`src/rtl/uart_pkg.sv`:
```
// Definitions shared by the UART receive and transmit sides: oversampling
// ratio, frame width and the receive state encoding.
package uart_pkg;

    localparam int OVERSAMPLE = 8;
    localparam int DATA_BITS  = 8;

    typedef enum logic [1:0] {
        IDLE  = 2'd0,
        START = 2'd1,
        DATA  = 2'd2,
        BREAK = 2'd3
    } rx_state_t;

endpackage

```
`src/rtl/uart_sync.sv`:
```
// Multi-flop synchroniser for the asynchronous serial line. Every stage
// resets to 1 so a reset looks like an idle line.
module uart_sync #(
    parameter int SYNC_STAGES = 2
) (
    input  logic clk,
    input  logic rst_n,
    input  logic d,
    output logic q
);

    logic [SYNC_STAGES-1:0] sync_q;
    logic [SYNC_STAGES-1:0] sync_d;

    always_comb begin
        sync_d = {sync_q[SYNC_STAGES-2:0], d};
    end

    always_ff @(posedge clk or negedge rst_n) begin
        if (!rst_n) begin
            sync_q <= '1;
        end else begin
            sync_q <= sync_d;
        end
    end

    assign q = sync_q[SYNC_STAGES-1];

endmodule

```
`src/rtl/uart_rx_ctrl.sv`:
```
// UART receive controller: qualifies the start bit, runs the external
// oversampling counter and assembles LSB-first bytes with stop-bit checking.
module uart_rx_ctrl
    import uart_pkg::*;
#(
    parameter int SYNC_STAGES = 2,
    parameter int HALF_BIT    = OVERSAMPLE / 2
) (
    input  logic       clk,
    input  logic       rst_n,
    input  logic       rx,
    input  logic       count8,
    input  logic       count72,
    output logic       cnt_en,
    output logic [7:0] rx_data,
    output logic       rx_valid,
    output logic       frame_err,
    output logic       busy
);

    localparam logic [2:0] HCNT_LAST = 3'(HALF_BIT - 1);

    logic                 rx_s;
    rx_state_t            state_q, state_d;
    logic [2:0]           hcnt_q, hcnt_d;
    logic [DATA_BITS-1:0] sh_q, sh_d;
    logic [DATA_BITS-1:0] rx_data_q, rx_data_d;
    logic                 rx_valid_q, rx_valid_d;
    logic                 frame_err_q, frame_err_d;
    logic                 cnt_en_q, cnt_en_d;

    uart_sync #(
        .SYNC_STAGES(SYNC_STAGES)
    ) u_sync (
        .clk  (clk),
        .rst_n(rst_n),
        .d    (rx),
        .q    (rx_s)
    );

    always_ff @(posedge clk or negedge rst_n) begin
        if (!rst_n) begin
            state_q     <= IDLE;
            hcnt_q      <= 3'd0;
            sh_q        <= '0;
            rx_data_q   <= '0;
            rx_valid_q  <= 1'b0;
            frame_err_q <= 1'b0;
            cnt_en_q    <= 1'b0;
        end else begin
            state_q     <= state_d;
            hcnt_q      <= hcnt_d;
            sh_q        <= sh_d;
            rx_data_q   <= rx_data_d;
            rx_valid_q  <= rx_valid_d;
            frame_err_q <= frame_err_d;
            cnt_en_q    <= cnt_en_d;
        end
    end

    always_comb begin
        state_d     = state_q;
        hcnt_d      = hcnt_q;
        sh_d        = sh_q;
        rx_data_d   = rx_data_q;
        rx_valid_d  = 1'b0;
        frame_err_d = 1'b0;
        cnt_en_d    = cnt_en_q;

        case (state_q)
            IDLE: begin
                cnt_en_d = 1'b0;
                hcnt_d   = 3'd0;
                if (!rx_s) begin
                    state_d = START;
                end
            end

            // Start bit must stay low for half a bit; the counter is then
            // enabled so its origin sits on the start-bit midpoint.
            START: begin
                if (rx_s) begin
                    state_d = IDLE;
                    hcnt_d  = 3'd0;
                end else if (hcnt_q == HCNT_LAST) begin
                    state_d  = DATA;
                    hcnt_d   = 3'd0;
                    cnt_en_d = 1'b1;
                end else begin
                    hcnt_d = hcnt_q + 3'd1;
                end
            end

            // count72 takes priority over count8 when both are raised.
            DATA: begin
                if (count72) begin
                    cnt_en_d = 1'b0;
                    if (rx_s) begin
                        rx_data_d  = sh_q;
                        rx_valid_d = 1'b1;
                        state_d    = IDLE;
                    end else begin
                        frame_err_d = 1'b1;
                        state_d     = BREAK;
                    end
                end else if (count8) begin
                    sh_d = {rx_s, sh_q[DATA_BITS-1:1]};
                end
            end

            // A line held low must go high before another start is accepted.
            BREAK: begin
                cnt_en_d = 1'b0;
                if (rx_s) begin
                    state_d = IDLE;
                end
            end

            default: begin
                state_d  = IDLE;
                cnt_en_d = 1'b0;
            end
        endcase
    end

    assign cnt_en    = cnt_en_q;
    assign rx_data   = rx_data_q;
    assign rx_valid  = rx_valid_q;
    assign frame_err = frame_err_q;
    assign busy      = (state_q != IDLE);

endmodule

```
`config.mk`:
```
export PLATFORM = sky130hd
export DESIGN_NAME = uart_rx_ctrl
export DESIGN_NICKNAME = d
export VERILOG_FILES = /design/src/rtl/uart_pkg.sv /design/src/rtl/uart_sync.sv /design/src/rtl/uart_rx_ctrl.sv
export SDC_FILE = /design/constraint.sdc
export NUM_CORES = 1
export LEC_CHECK = 0
export BUFFER_PORTS_ARGS = -buffer_cell sky130_fd_sc_hd__buf_4
export CAP_MARGIN = 0
export CORE_UTILIZATION = 35
export CTS_CLUSTER_DIAMETER = 80
export DETAILED_ROUTE_END_ITERATION = 10
export GPL_TIMING_DRIVEN = 0
export PLACE_DENSITY = 0.65
export SLEW_MARGIN = 20
export SYNTH_ARGS = -nofsm -noshare
export SYNTH_HDL_FRONTEND = slang
export SYNTH_HIERARCHICAL = 1
export SYNTH_SLANG_ARGS = --single-unit
```
`constraint.sdc`:
```
create_clock -name clk -period 3.3 [get_ports clk]
set_input_delay 0.66 -clock clk [delete_from_list [all_inputs] [get_ports clk]]
set_output_delay 0.66 -clock clk [all_outputs]
set_load 0.03 [all_outputs]
```
==> impl_metrics.tcl <==
set metrics [dict create \
    synth.top_cell.area_share 0.5919 \
    drv_cap 0 \
    syn_area_per_cell_um2 14.50 \
    ys_dominant_reg_cell "dfrtp_1" \
    yosys.area_share.adder 0.01233 \
    leakage_nw 0.6393 \
    seq_area_frac_synth 0.6436 \
    peakVddDrop_mv 0.1981 \
    rsz0062_at_grt "false" \
    cts_tree "yes" \
    relSlewSlack 0.7858 \
    h-tree-depth 1 \
    routed_wl_mm 1.522 \
    diodes 0 \
    synth_cell_types 21 \
    synthMuxAreaShare 0.1776 \
    start_util 0.3680 \
    clk_pin_slew_worst_paths_ps 140 \
    ys_ff_latch 26 \
    grt_use_total 0.1131 \
    arrival_ps 1320 \
    grt_pass1_wl_mm 2.739 \
    clock-sinks 26 \
    synth_top_cells_by_count "dfrtp_1 (24), mux2_2 (16)" \
    ioPinCount 17 \
    synthesis.instances 70 \
    die-area_um2 3119 \
    cp_cell_sequence "buf_4, or2_2, buf_4" \
    post-dp-hpwl_mm 1.088 \
    drt.antenna.violating_nets 0 \
    setup_tns_ps 0 \
    hold_violations 0 \
    syn_nets 76 \
    end_kind "output pin" \
    dp_cells 117 \
    die_h_um 55.85 \
    drtIter0Drc 4 \
    final_cells 121 \
    post_cts_resize_count 0 \
    place.gp.congestion 0.6997 \
    final_util 0.4446 \
    dpl_cell_area_um2 1174 \
    antenna_found_initial 0 \
    drive_above_1_share 0.4778 \
    fill_cells 263 \
    vias 587 \
    fin_hold_ws_ps 212.3 \
    yosysMostFrequentCell "dfrtp_1" \
    grt_overflow_total 0 \
    finalCritPeriodShare 0.5988 \
    clockBufferDepth 2 \
    outcome "complete, no violations" \
    synth_edf_count 0 \
    startpoint_type "flip-flop" \
    place_ws_ps 1505 \
    area_growth_pct 20.84 \
    max_freq_ghz 0.5061 \
    max_stage_delay_ps 400 \
    grt_max_degree 27 \
    synth_top_family_by_area "multiplexers" \
    synth-simple-area-share 0.09371 \
    multi_input_area_um2 342.8 \
    worst_slew_pin_slew_ps 321.3 \
    cts_buffers 3 \
    yosys_warnings 6 \
    grt_pass1_vias 615 \
    crit_path_top_delay_cell "dfrtp_1" \
    hold_class "in -> async" \
    path_max_fanout 10 \
    pwr_density_cell_nw_per_um2 464.4 \
    crit_start "state_q[1]" \
    total_power_mw 0.5694 \
    required_ps 2640 \
    insertion_delay_ps 320 \
    netlist_area_um2 1015 \
    synthTopCellsByArea "dfrtp_1 (59%), mux2_2 (18%), dfstp_2 (5.2%)" \
    core-area_um2 2758 \
    final_nets 97 \
    io_buffers 16 \
    synthXorXnorAreaFrac 0 \
    synth_compound_area_frac 0.05425 \
    critical_path_class "reg -> out" \
    finClkSkew_ps 6.994 \
    setup_viol 0 \
    seq_area_um2 653.1 \
    cp_common_cell "buf_4" \
    cts_root_buf "clkbuf_4" \
    fin_area_um2 1226 \
    drc 0 \
    period_minus_slack_ps 1976 \
    ctsHoldBuffers 0 \
    postCtsSetupRepairBufs 0 \
    synthArstFlopShare 1.000 \
    setup_slack_ps 1324 \
    die_w_um 55.85 \
    r2r_start "state_q[0]" \
    drv_slew 0 \
    synth_area_leader_cell "dfrtp_1" \
    rows 19 \
    wl_per_cell_um 12.58 \
    viasPerCell 4.851 \
    drt-pass1-iter-count 2 \
]
==> state kept, by name, indices dropped and copies added, names as in the netlist <==
register / count
cnt_en: 1
frame_err: 1
hcnt_q: 3
rx_data: 8
rx_valid: 1
sh_q: 8
state_q: 2
u_sync/sync_q: 2
==> cell families after synthesis <==
group,count (synthesis)
buffers and inverters,3
AND/OR/NAND/NOR,16
flip-flops,26
adder cells (fa/ha/maj),1
AO/OA/AOI/OAI,8
multiplexers,16
==> critical path, delay by kind of cell (launching register included) <==
family / cells / cell delay [ps]
buffers and inverters: 2 / 330
flip-flops: 1 / 400
AND/OR/NAND/NOR: 1 / 270
==> report_power, final <==
part	switching (mW)	leakage [nW]	internal, mW
combinational	0.0134	0.259	0.00951
sequential	0.00450	0.353	0.325
clock	0.0946	0.0279	0.123
==> layout by cell type (no fill, tap or decap), drive strengths merged <==
| cell type | n |
|---|---|
| dfrtp | 24 |
| and2 | 1 |
| nor2 | 3 |
| nor3b | 1 |
| nor2b | 1 |
| or2 | 1 |
| a211oi | 1 |
| mux2 | 16 |
| nor3 | 1 |
| dfstp | 2 |
| clkbuf | 3 |
| buf | 18 |
| o21a | 1 |
| o21ai | 3 |
| a22o | 2 |
| and2b | 1 |
| nand2 | 3 |
| nand2b | 3 |
| inv | 1 |
| bufinv | 1 |
| nand3 | 1 |
| o21bai | 1 |
| ha | 1 |
==> per-layer routing <==
metal / track usage / vias up / part of all wire
met5: 0 / - / 0
met4: 0.06272 / 0 / 0.019
met3: 0.01395 / 4 / 0.024
met2: 0.1773 / 10 / 0.48
met1: 0.1531 / 290 / 0.48
li1: - / 283 / -
==> final timing paths <==
path | to | cells past startpoint | slack, ps
worst max-delay path | busy | 3 | 1320
worst min-delay path | sh_q[1] | 1 | 210
worst max register to register | sh_q[7] | 4 | 1820
worst min register to register | u_sync/sync_q[1] | 0 | 370
max in group asynchronous | u_sync/sync_q[1] | 1 | 2800
min in group clk | u_sync/sync_q[1] | 0 | 370
==> layout make-up <==
cell class	instances	area share
Timing Repair Buffer	16	0.09796
Clock inverter	1	0.02449
Multi-Input combinational cell	41	0.2796
Tap cell	31	0.03163
Buffer	2	0.01224
Inverter	1	0.003061
Sequential cell	26	0.5327
Clock buffer	3	0.01837
Power figures use the tool's default switching activity.
